### config.mk
export PLATFORM = sky130hd
export DESIGN_NAME = rs_station_flat
export DESIGN_NICKNAME = d
export VERILOG_FILES = /design/src/rtl/tomasulo_pkg.sv /design/src/rtl/rs_station_if.sv /design/src/rtl/rs_entry.sv /design/src/rtl/rs_station.sv /design/src/flat_wrapper.sv
export SDC_FILE = /design/constraint.sdc
export NUM_CORES = 1
export LEC_CHECK = 0
export ABC_AREA = 1
export CAP_MARGIN = 20
export CORE_MARGIN = 1.5
export CORE_UTILIZATION = 50
export CTS_BUF_LIST = sky130_fd_sc_hd__clkbuf_8
export CTS_CLUSTER_SIZE = 14
export DETAILED_ROUTE_END_ITERATION = 6
export DONT_BUFFER_PORTS = 1
export PLACE_DENSITY = 0.74
export RECOVER_POWER = 100
export SETUP_SLACK_MARGIN = 0.02
export SKIP_CTS_REPAIR_TIMING = 1
export SLEW_MARGIN = 20
export SYNTH_ARGS = -nofsm -noshare
export SYNTH_HDL_FRONTEND = slang
export SYNTH_HIERARCHICAL = 1
export SYNTH_SLANG_ARGS = --single-unit
export TNS_END_PERCENT = 5
### constraint.sdc
create_clock -name clk -period 5.7 [get_ports clk]
set_input_delay 0.57 -clock clk [delete_from_list [all_inputs] [get_ports clk]]
set_output_delay 0.57 -clock clk [all_outputs]
set_load 0.01 [all_outputs]
### src/rtl/tomasulo_pkg.sv
// Shared Tomasulo definitions: tag layout, slot states and FU type codes.
// Imported by the reservation stations, Regs and the CDB arbiter.
package tomasulo_pkg;
  localparam int TAG_W  = 8;
  localparam int TYPE_W = 3;
  localparam int IDX_W  = 5;

  typedef logic [TAG_W-1:0] tag_t;

  localparam tag_t TAG_NONE = '0;

  typedef enum logic [1:0] {
    S_FREE,
    S_WAIT,
    S_READY,
    S_EXEC
  } slot_st_e;

  typedef enum logic [TYPE_W-1:0] {
    FU_NONE = 3'd0,
    FU_ALU  = 3'd1,
    FU_MUL  = 3'd2,
    FU_LSU  = 3'd3
  } fu_type_e;

  // Slot i carries index i+1 so that tag 0 stays reserved for "no producer".
  function automatic tag_t slot_tag(
    logic [TYPE_W-1:0] ty,
    int                idx
  );
    return {ty, IDX_W'(idx + 1)};
  endfunction
endpackage

### src/rtl/rs_station_if.sv
// Issue, CDB and FU-dispatch bundle of a reservation station.
// slave = the station, master = the surrounding core.
interface rs_station_if #(
  parameter int ENTRIES = 4,
  parameter int OP_W    = 4
);
  import tomasulo_pkg::*;

  logic              issue_valid;
  logic              issue_ready;
  tag_t              issue_tag;
  logic [OP_W-1:0]   issue_op;
  tag_t              issue_qj;
  tag_t              issue_qk;
  logic [31:0]       issue_vj;
  logic [31:0]       issue_vk;
  tag_t              cdb_rs_num;
  logic [31:0]       cdb_data;
  logic              fu_valid;
  logic              fu_ready;
  logic [OP_W-1:0]   fu_op;
  logic [31:0]       fu_a;
  logic [31:0]       fu_b;
  tag_t              fu_tag;
  logic [ENTRIES-1:0] busy;

  modport master (
    output issue_valid, issue_op,
    output issue_qj, issue_qk,
    output issue_vj, issue_vk,
    output cdb_rs_num, cdb_data,
    output fu_ready,
    input  issue_ready, issue_tag,
    input  fu_valid, fu_op,
    input  fu_a, fu_b, fu_tag,
    input  busy
  );

  modport slave (
    input  issue_valid, issue_op,
    input  issue_qj, issue_qk,
    input  issue_vj, issue_vk,
    input  cdb_rs_num, cdb_data,
    input  fu_ready,
    output issue_ready, issue_tag,
    output fu_valid, fu_op,
    output fu_a, fu_b, fu_tag,
    output busy
  );
endinterface

### src/rtl/rs_entry.sv
// One reservation-station slot: state register, operand capture
// and CDB snoop for its pending producer tags.
module rs_entry
  import tomasulo_pkg::*;
#(
  parameter int   OP_W = 4,
  parameter tag_t TAG  = 8'h21
) (
  input  logic            clk,
  input  logic            rst,
  input  logic            alloc,
  input  logic [OP_W-1:0] a_op,
  input  tag_t            a_qj,
  input  tag_t            a_qk,
  input  logic [31:0]     a_vj,
  input  logic [31:0]     a_vk,
  input  tag_t            cdb_tag,
  input  logic [31:0]     cdb_data,
  input  logic            dispatch,
  output slot_st_e        st,
  output logic [OP_W-1:0] op,
  output logic [31:0]     vj,
  output logic [31:0]     vk
);
  tag_t qj;
  tag_t qk;
  logic aj_hit;
  logic ak_hit;
  logic aj_ok;
  logic ak_ok;
  logic sj_hit;
  logic sk_hit;

  always_comb begin
    aj_hit = (cdb_tag != TAG_NONE) && (a_qj == cdb_tag);
    ak_hit = (cdb_tag != TAG_NONE) && (a_qk == cdb_tag);
    aj_ok  = (a_qj == TAG_NONE) || aj_hit;
    ak_ok  = (a_qk == TAG_NONE) || ak_hit;
    sj_hit = (qj != TAG_NONE) && (qj == cdb_tag);
    sk_hit = (qk != TAG_NONE) && (qk == cdb_tag);
  end

  always_ff @(posedge clk) begin
    if (rst) begin
      st <= S_FREE;
      op <= '0;
      vj <= '0;
      vk <= '0;
      qj <= TAG_NONE;
      qk <= TAG_NONE;
    end else begin
      unique case (st)
        S_FREE: if (alloc) begin
          op <= a_op;
          vj <= aj_hit ? cdb_data : a_vj;
          vk <= ak_hit ? cdb_data : a_vk;
          qj <= aj_ok ? TAG_NONE : a_qj;
          qk <= ak_ok ? TAG_NONE : a_qk;
          st <= (aj_ok && ak_ok) ? S_READY : S_WAIT;
        end
        S_WAIT: begin
          if (sj_hit) begin
            vj <= cdb_data;
            qj <= TAG_NONE;
          end
          if (sk_hit) begin
            vk <= cdb_data;
            qk <= TAG_NONE;
          end
          if ((qj == TAG_NONE || sj_hit) &&
              (qk == TAG_NONE || sk_hit))
            st <= S_READY;
        end
        S_READY: if (dispatch) st <= S_EXEC;
        S_EXEC: if (cdb_tag == TAG) st <= S_FREE;
      endcase
    end
  end
endmodule

### src/rtl/rs_station.sv
// Tomasulo reservation station: slot array plus lowest-index
// free-slot and ready-slot priority encoders.
module rs_station
  import tomasulo_pkg::*;
#(
  parameter logic [2:0] FU_TYPE = 3'd1,
  parameter int         ENTRIES = 4,
  parameter int         OP_W    = 4
) (
  input  logic          clk,
  input  logic          rst,
  rs_station_if.slave   io
);
  slot_st_e           st   [ENTRIES];
  logic [OP_W-1:0]    e_op [ENTRIES];
  logic [31:0]        e_vj [ENTRIES];
  logic [31:0]        e_vk [ENTRIES];
  logic [ENTRIES-1:0] alloc;
  logic [ENTRIES-1:0] disp;
  logic [ENTRIES-1:0] busy_v;
  logic [4:0]         free_idx;
  logic [4:0]         rdy_idx;
  logic               any_free;
  logic               any_rdy;

  // Descending scan leaves the lowest matching index.
  always_comb begin
    any_free = 1'b0;
    free_idx = '0;
    any_rdy  = 1'b0;
    rdy_idx  = '0;
    busy_v   = '0;
    for (int i = ENTRIES - 1; i >= 0; i--) begin
      busy_v[i] = (st[i] != S_FREE);
      if (st[i] == S_FREE) begin
        any_free = 1'b1;
        free_idx = 5'(i);
      end
      if (st[i] == S_READY) begin
        any_rdy = 1'b1;
        rdy_idx = 5'(i);
      end
    end
  end

  always_comb begin
    alloc     = '0;
    disp      = '0;
    io.fu_op  = '0;
    io.fu_a   = '0;
    io.fu_b   = '0;
    for (int i = 0; i < ENTRIES; i++) begin
      alloc[i] = io.issue_valid && any_free &&
                 (free_idx == 5'(i));
      if (any_rdy && rdy_idx == 5'(i)) begin
        disp[i]  = io.fu_ready;
        io.fu_op = e_op[i];
        io.fu_a  = e_vj[i];
        io.fu_b  = e_vk[i];
      end
    end
  end

  assign io.issue_ready = any_free;
  assign io.issue_tag   = any_free ?
    slot_tag(FU_TYPE, int'(free_idx)) : TAG_NONE;
  assign io.fu_valid    = any_rdy;
  assign io.fu_tag      = any_rdy ?
    slot_tag(FU_TYPE, int'(rdy_idx)) : TAG_NONE;
  assign io.busy        = busy_v;

  for (genvar g = 0; g < ENTRIES; g++) begin : g_slot
    rs_entry #(
      .OP_W (OP_W),
      .TAG  (slot_tag(FU_TYPE, g))
    ) u_entry (
      .clk      (clk),
      .rst      (rst),
      .alloc    (alloc[g]),
      .a_op     (io.issue_op),
      .a_qj     (io.issue_qj),
      .a_qk     (io.issue_qk),
      .a_vj     (io.issue_vj),
      .a_vk     (io.issue_vk),
      .cdb_tag  (io.cdb_rs_num),
      .cdb_data (io.cdb_data),
      .dispatch (disp[g]),
      .st       (st[g]),
      .op       (e_op[g]),
      .vj       (e_vj[g]),
      .vk       (e_vk[g])
    );
  end
endmodule

### src/flat_wrapper.sv
// flat-port wrapper written by rule: the top's interface ports become plain ports
module rs_station_flat import tomasulo_pkg::*;
#(
  parameter logic [2:0] FU_TYPE = 3'd1,
  parameter int         ENTRIES = 4,
  parameter int         OP_W    = 4
)
  (clk, rst, io_issue_valid, io_issue_op, io_issue_qj, io_issue_qk, io_issue_vj, io_issue_vk, io_cdb_rs_num, io_cdb_data, io_fu_ready, io_issue_ready, io_issue_tag, io_fu_valid, io_fu_op, io_fu_a, io_fu_b, io_fu_tag, io_busy);
  rs_station_if #(.ENTRIES(ENTRIES), .OP_W(OP_W)) io_i ();
  input  logic clk;
  input  logic rst;
  input wire logic [$bits(io_i.issue_valid)-1:0] io_issue_valid;
  input wire logic [$bits(io_i.issue_op)-1:0] io_issue_op;
  input wire logic [$bits(io_i.issue_qj)-1:0] io_issue_qj;
  input wire logic [$bits(io_i.issue_qk)-1:0] io_issue_qk;
  input wire logic [$bits(io_i.issue_vj)-1:0] io_issue_vj;
  input wire logic [$bits(io_i.issue_vk)-1:0] io_issue_vk;
  input wire logic [$bits(io_i.cdb_rs_num)-1:0] io_cdb_rs_num;
  input wire logic [$bits(io_i.cdb_data)-1:0] io_cdb_data;
  input wire logic [$bits(io_i.fu_ready)-1:0] io_fu_ready;
  output wire logic [$bits(io_i.issue_ready)-1:0] io_issue_ready;
  output wire logic [$bits(io_i.issue_tag)-1:0] io_issue_tag;
  output wire logic [$bits(io_i.fu_valid)-1:0] io_fu_valid;
  output wire logic [$bits(io_i.fu_op)-1:0] io_fu_op;
  output wire logic [$bits(io_i.fu_a)-1:0] io_fu_a;
  output wire logic [$bits(io_i.fu_b)-1:0] io_fu_b;
  output wire logic [$bits(io_i.fu_tag)-1:0] io_fu_tag;
  output wire logic [$bits(io_i.busy)-1:0] io_busy;
  assign io_i.issue_valid = io_issue_valid;
  assign io_i.issue_op = io_issue_op;
  assign io_i.issue_qj = io_issue_qj;
  assign io_i.issue_qk = io_issue_qk;
  assign io_i.issue_vj = io_issue_vj;
  assign io_i.issue_vk = io_issue_vk;
  assign io_i.cdb_rs_num = io_cdb_rs_num;
  assign io_i.cdb_data = io_cdb_data;
  assign io_i.fu_ready = io_fu_ready;
  assign io_issue_ready = io_i.issue_ready;
  assign io_issue_tag = io_i.issue_tag;
  assign io_fu_valid = io_i.fu_valid;
  assign io_fu_op = io_i.fu_op;
  assign io_fu_a = io_i.fu_a;
  assign io_fu_b = io_i.fu_b;
  assign io_fu_tag = io_i.fu_tag;
  assign io_busy = io_i.busy;
  rs_station #(.FU_TYPE(FU_TYPE), .ENTRIES(ENTRIES), .OP_W(OP_W)) u_core (.clk(clk), .rst(rst), .io(io_i));
endmodule
[After elaboration in Yosys (flattened, before gate mapping)]
Index checks and enable logic that the tools add are counted.
W data, S select, Z words.
Cells by class
  $add $sub $neg: 2
  multipliers: 0
  divide/modulo/power cells: 0
  order comparisons: 0
  eq/ne operators: 56
  shift-type cells: 0
  muxes and demuxes: 107
  bitwise logic cells: 0
  reductions and logical operators: 83
Operators by type and width (number)
  $mux W32: 26
  $pmux W32 S2: 8
  $mux W8: 18
  $pmux W8 S2: 8
  $eq A8 B8 Y1: 10
  $logic_not A8 Y1: 10
  $reduce_bool A8 Y1: 9
  $mux W2: 25
  $ne A2 B2 Y1 const B: 24
  $eq A8 B6 Y1 const B: 4
  $pmux W2 S4: 4
  $eq A2 B2 Y1 const B: 12
  $logic_and A1 B1 Y1: 24
  $reduce_and A3 Y1: 8
  $mux W4: 4
  $reduce_and A4 Y1: 4
  $reduce_bool A2 Y1: 8
  $eq A2 B1 Y1 const B: 6
  $mux W1: 12
  $mux W6: 2
  $logic_not A5 Y1: 2
  $logic_or A1 B1 Y1: 10
  $logic_not A2 Y1: 4
  $reduce_and A2 Y1: 4
  $add A2 B1 Y3 const B: 2
Word-level totals
  bits in registers: 344
  latch bits: 0
  RAM bits: 0
  bits in read-only memories: 0
  memories: 0

[Depth between registers and ports, before layout]
  word-level depth: 11
  mapped depth: 19
  mapped depth without buffers: 16

[By module]
The synthesis kept the hierarchy.
By module, submodules not included
  rs_entry at u_core.g_slot[2].u_entry: instances 1, cells an instance 836, area an instance 4883.4 um2, sequential area each 1721.7 um2
  rs_entry at u_core.g_slot[3].u_entry: instances 1, cells an instance 837, area an instance 4880.9 um2, sequential area each 1721.7 um2
  rs_entry at u_core.g_slot[0].u_entry: instances 1, cells an instance 835, area an instance 4870.9 um2, sequential area each 1721.7 um2
  rs_entry at u_core.g_slot[1].u_entry: instances 1, cells an instance 785, area an instance 4752.1 um2, sequential area each 1721.7 um2
  rs_station: instances 1, cells an instance 820, area an instance 3604.7 um2, sequential area each 0.0 um2

[Worst setup path after synthesis]
Ideal clock, no wire load.
  path kind: register to output
  start: register u_core.g_slot[3].u_entry.st[1]
  end: output port io_fu_a[15]
  data arrival time: 1.929 ns
  slack: 3.201 ns
  stages on the path, launching flop included: 14
  path buffers: 3
  path through: dfxtp_1 > nand2_1 > nand2_4 > inv_2 > nor2_1 > ha_1 > clkbuf_1 > inv_1 > nor2_4 > inv_4 > buf_6 > buf_6 > nand3_1 > a21oi_1
On the way
  longest elaborated chain between the ends: 11
  elaborated cells on any way between the ends: 21
  classes of those cells: 4 x eq/ne; 12 x mux; 5 x reduce/logical
RTL lines
  start, declared: RTL line rs_entry.sv:20  | output slot_st_e st,
  start signal, assigned: RTL line rs_entry.sv:59  | st <= (aj_ok && ak_ok) ? S_READY : S_WAIT;
  $eq A2 B2 Y1 *: RTL line rs_station.sv:39  | if (st[i] == S_READY) begin
  $mux W2 (4 in series): RTL line rs_station.sv:39
  $logic_not A5 Y1: RTL line rs_station.sv:55  | if (any_rdy && rdy_idx == 5'(i)) begin
  $logic_and A1 B1 Y1: RTL line rs_station.sv:55
  $mux W32 (3 in series): RTL line rs_station.sv:55
  $mux W32 *: RTL line rs_station.sv:55
  end, declared: RTL line flat_wrapper.sv:25  | output wire logic [$bits(io_i.fu_a)-1:0] io_fu_a;
Mark *: on every way between the ends. The rest lies on a longest branch, timed or not.

[Worst setup path in the final report]
  start: register u_core.g_slot[3].u_entry.st[1]
  end: output port io_fu_b[0]
On the way
  longest elaborated chain between the ends: 11
  elaborated cells on any way between the ends: 21
  classes of those cells: 4 x eq/ne; 12 x mux; 5 x reduce/logical
RTL lines
  $eq A2 B2 Y1 *: RTL line rs_station.sv:39
  $mux W2 (4 in series): RTL line rs_station.sv:39
  $logic_not A5 Y1: RTL line rs_station.sv:55
  $logic_and A1 B1 Y1: RTL line rs_station.sv:55
  $mux W32 (3 in series): RTL line rs_station.sv:55
  $mux W32 *: RTL line rs_station.sv:55
  end, declared: RTL line flat_wrapper.sv:26  | output wire logic [$bits(io_i.fu_b)-1:0] io_fu_b;
Marks and branches as above.

==> impl_metrics.tcl <==
set metrics [dict create \
    p_leak_uw 0.0121 \
    switchingPower_uw 5870 \
    drc 0 \
    holdCritPathClass "in -> reg" \
    fp.dieH_um 217 \
    intPower_uw 6120 \
    antenna_found_initial 2 \
    clock_skew_ns 0.0354 \
    finalHoldViolCount 0 \
    routed_via_density 5.20 \
    drv_cap 6 \
    ys_types 33 \
    top_usage_layer "met2" \
    synthFlopType "dfxtp_1" \
    drive_above_1_share 0.0369 \
    slew_headroom -0.156 \
    gp_congestion 0.918 \
    yosysTopAreaCell "dfxtp_1" \
    cts_tree "built" \
    synth_common_cells "nand2_1, nor2_1, inv_1" \
    synthCells 4113 \
    slew_violations 290 \
    crit_required_ns 5.13 \
    grt_use_total 0.328 \
    worst_setup_path_end_kind "output pin" \
    drtIter0Drc 2330 \
    power.density_nw_per_um2 498 \
    wl_per_cell_um 17.1 \
    seqPwrFrac 0.313 \
    path_max_fanout 35 \
    syn_to_final_growth_pct 4.65 \
    worst_slew_pin_slew_ns 1.73 \
    coreArea_um2 45400 \
    fin_tns_setup_ns 0 \
    vias 24069 \
    hpwl_um 49000 \
    wl_um 79400 \
    cts_max_path_buffers 3 \
    critical_path_class "reg -> out" \
    async_flop_share 0 \
    grt_pass1_vias 21391 \
    grt_setup_unrepaired "no" \
    antenna_cells 0 \
    insertion_delay_ns 0.71 \
    clk_pin_slew_ns 0.06 \
    violations "max-capacitance violations, max-slew violations" \
    nNetsFinal 4144 \
    ios 218 \
    synth_seq_cells 344 \
    numCtsBuffers 61 \
    avgSynthCellArea_um2 5.59 \
    synth-edff-count 0 \
    p_comb_frac 0.495 \
    first_pass_iters 5 \
    nFillCells 4812 \
    synthTopCellsByArea "dfxtp_1, nand2_1, nor2_1, inv_1, o21ai_0" \
    worstSetupStartpointType "flip-flop" \
    p_sw_frac 0.490 \
    ant_nets 0 \
    row_count 78 \
    cp.arrival_ns 4.33 \
    cts-root-buf "clkbuf_8" \
    grt_pass1_wl_um 121000 \
    status "complete, but fails checks" \
    syn_area_um2 23000 \
    use_met3 0.0833 \
    grt_max_degree 86 \
    start_util 0.507 \
    yosysMostFrequentCell "nand2_1" \
    setup_viol 0 \
    die_area_um2 47300 \
    utilization 0.530 \
    ys_seq_area_frac 0.300 \
    fp.dieW_um 217 \
    clock_sinks 344 \
    ys_warn_count 6 \
    grt_util_met2 0.521 \
    ir_drop_mv 0.360 \
    clock_power_share 0.191 \
    fin_crit_sh 0.859 \
    grtUsageMet1 0.423 \
    grt_overflow_total 0 \
    min_period_ns 4.90 \
    synth_top_area_share 0.300 \
    port_buffers 0 \
    fmax_mhz 204 \
    htreeDepth 2 \
]
[path summary, 6_finish.rpt]
check,cells past startpoint,from,slack [ns],to
max reg2reg,15,u_core/g_slot[2].u_entry/st[1],1.09,u_core/g_slot[2].u_entry/vj[9]
max,14,u_core/g_slot[3].u_entry/st[1],0.80,io_fu_b[0]
min,2,io_issue_vk[3],0.003,u_core/g_slot[1].u_entry/vk[3]
min reg2reg,2,u_core/g_slot[2].u_entry/op[2],0.48,u_core/g_slot[2].u_entry/op[2]
[per-layer routing]
metal  vias up  share of wire  wire (µm)
li1      12084              -          -
met5         -        0.00076         60
met2      1106           0.44      34600
met1     10726           0.42      33600
met4         2          0.035       2770
met3       151           0.11       8410
[cells by family (layout without fill, tap and decap cells)]
group	after synthesis	in the layout	share of synthesized area
simple gates	2423	2423	0.413
flops	344	344	0.300
xor+xnor	77	77	0.0293
buf+inv	795	708	0.145
compound gates	446	446	0.0988
other cells	1	8	0.000163
fa+ha+maj	27	27	0.0147
[power by group through the flow]
stage	clock network, µW	logic, µW	registers, µW
3_3_place_gp	0	5730	3770
4_1_cts	2330	5830	3750
6_report	2290	5940	3760
2_1_floorplan	0	4560	3670
3_5_place_dp	0	5810	3780
5_1_grt	2430	6630	3850
[placed cells by master (no fill, tap or decap)]
| cell | count |
|---|---|
| nand4_1 | 15 |
| clkinv_8 | 1 |
| buf_4 | 23 |
| clkbuf_1 | 5 |
| buf_12 | 1 |
| inv_2 | 28 |
| xor2_1 | 23 |
| clkbuf_2 | 2 |
| a21oi_1 | 166 |
| xnor2_1 | 54 |
| nand3_1 | 194 |
| clkbuf_8 | 72 |
| nand2_1 | 1256 |
| o21ai_0 | 252 |
| inv_1 | 564 |
| bufinv_16 | 1 |
| ha_2 | 1 |
| nand2_2 | 1 |
| ha_1 | 26 |
| nand2_4 | 4 |
| dfxtp_1 | 344 |
| clkinv_2 | 3 |
| nor3_1 | 4 |
| nor2_4 | 1 |
| o22ai_1 | 4 |
| nor2_1 | 935 |
| o21ai_1 | 13 |
| or2_0 | 1 |
| nor4_1 | 10 |
| inv_12 | 1 |
| conb_1 | 8 |
| o21ai_4 | 8 |
| dlygate4sd3_1 | 6 |
| o21bai_1 | 3 |
| nor2_8 | 1 |
| or2_1 | 1 |
| inv_4 | 1 |
[stage by stage]
stage / power (µW) / instances / instance area, µm² / setup slack, ns / hold WS, ns
floorplan: 8230 / 4120 / 23000 / 3.20 / 0.455
global placement: 9510 / 4519 / 22900 / 2.10 / 0.465
detailed placement: 9590 / 4519 / 22900 / 2.07 / 0.473
CTS: 11900 / 4626 / 24000 / 1.32 / -0.0889
global route: 12900 / 4633 / 24100 / 0.583 / 0.000426
finish: 12000 / 4633 / 24100 / 0.802 / 0.00330
[critical path, stage by stage, from the launching register on]
cell	delay, ns
dfxtp_1	0.41
nand2_1	0.08
nand2_1	0.25
inv_1	0.14
nor2_1	0.23
ha_1	0.19
buf_4	0.48
inv_1	0.09
nor2_1	0.24
clkbuf_2	0.99
nand2_1	0.11
nand2_1	0.10
inv_1	0.05
nand2_1	0.16
nand2_1	0.13
[flip-flops by register name, indices dropped and copies added (netlist names)]
| name | cells |
|---|---|
| u_core/g_slot.u_entry/vj | 128 |
| u_core/g_slot.u_entry/vk | 128 |
| u_core/g_slot.u_entry/qj | 32 |
| u_core/g_slot.u_entry/qk | 32 |
| u_core/g_slot.u_entry/op | 16 |
| u_core/g_slot.u_entry/st | 8 |
[cell type report]
cell class / count / area, µm² / area share
multi-input cells: 2981 / 12800 / 0.534
well taps: 600 / 751 / 0.0312
clock inverters: 35 / 185 / 0.00770
flip-flops and latches: 344 / 6890 / 0.286
clock buffers: 72 / 991 / 0.0412
repair buffers: 37 / 282 / 0.0117
inverters: 564 / 2120 / 0.0881
(Power assumes the default switching activity.)
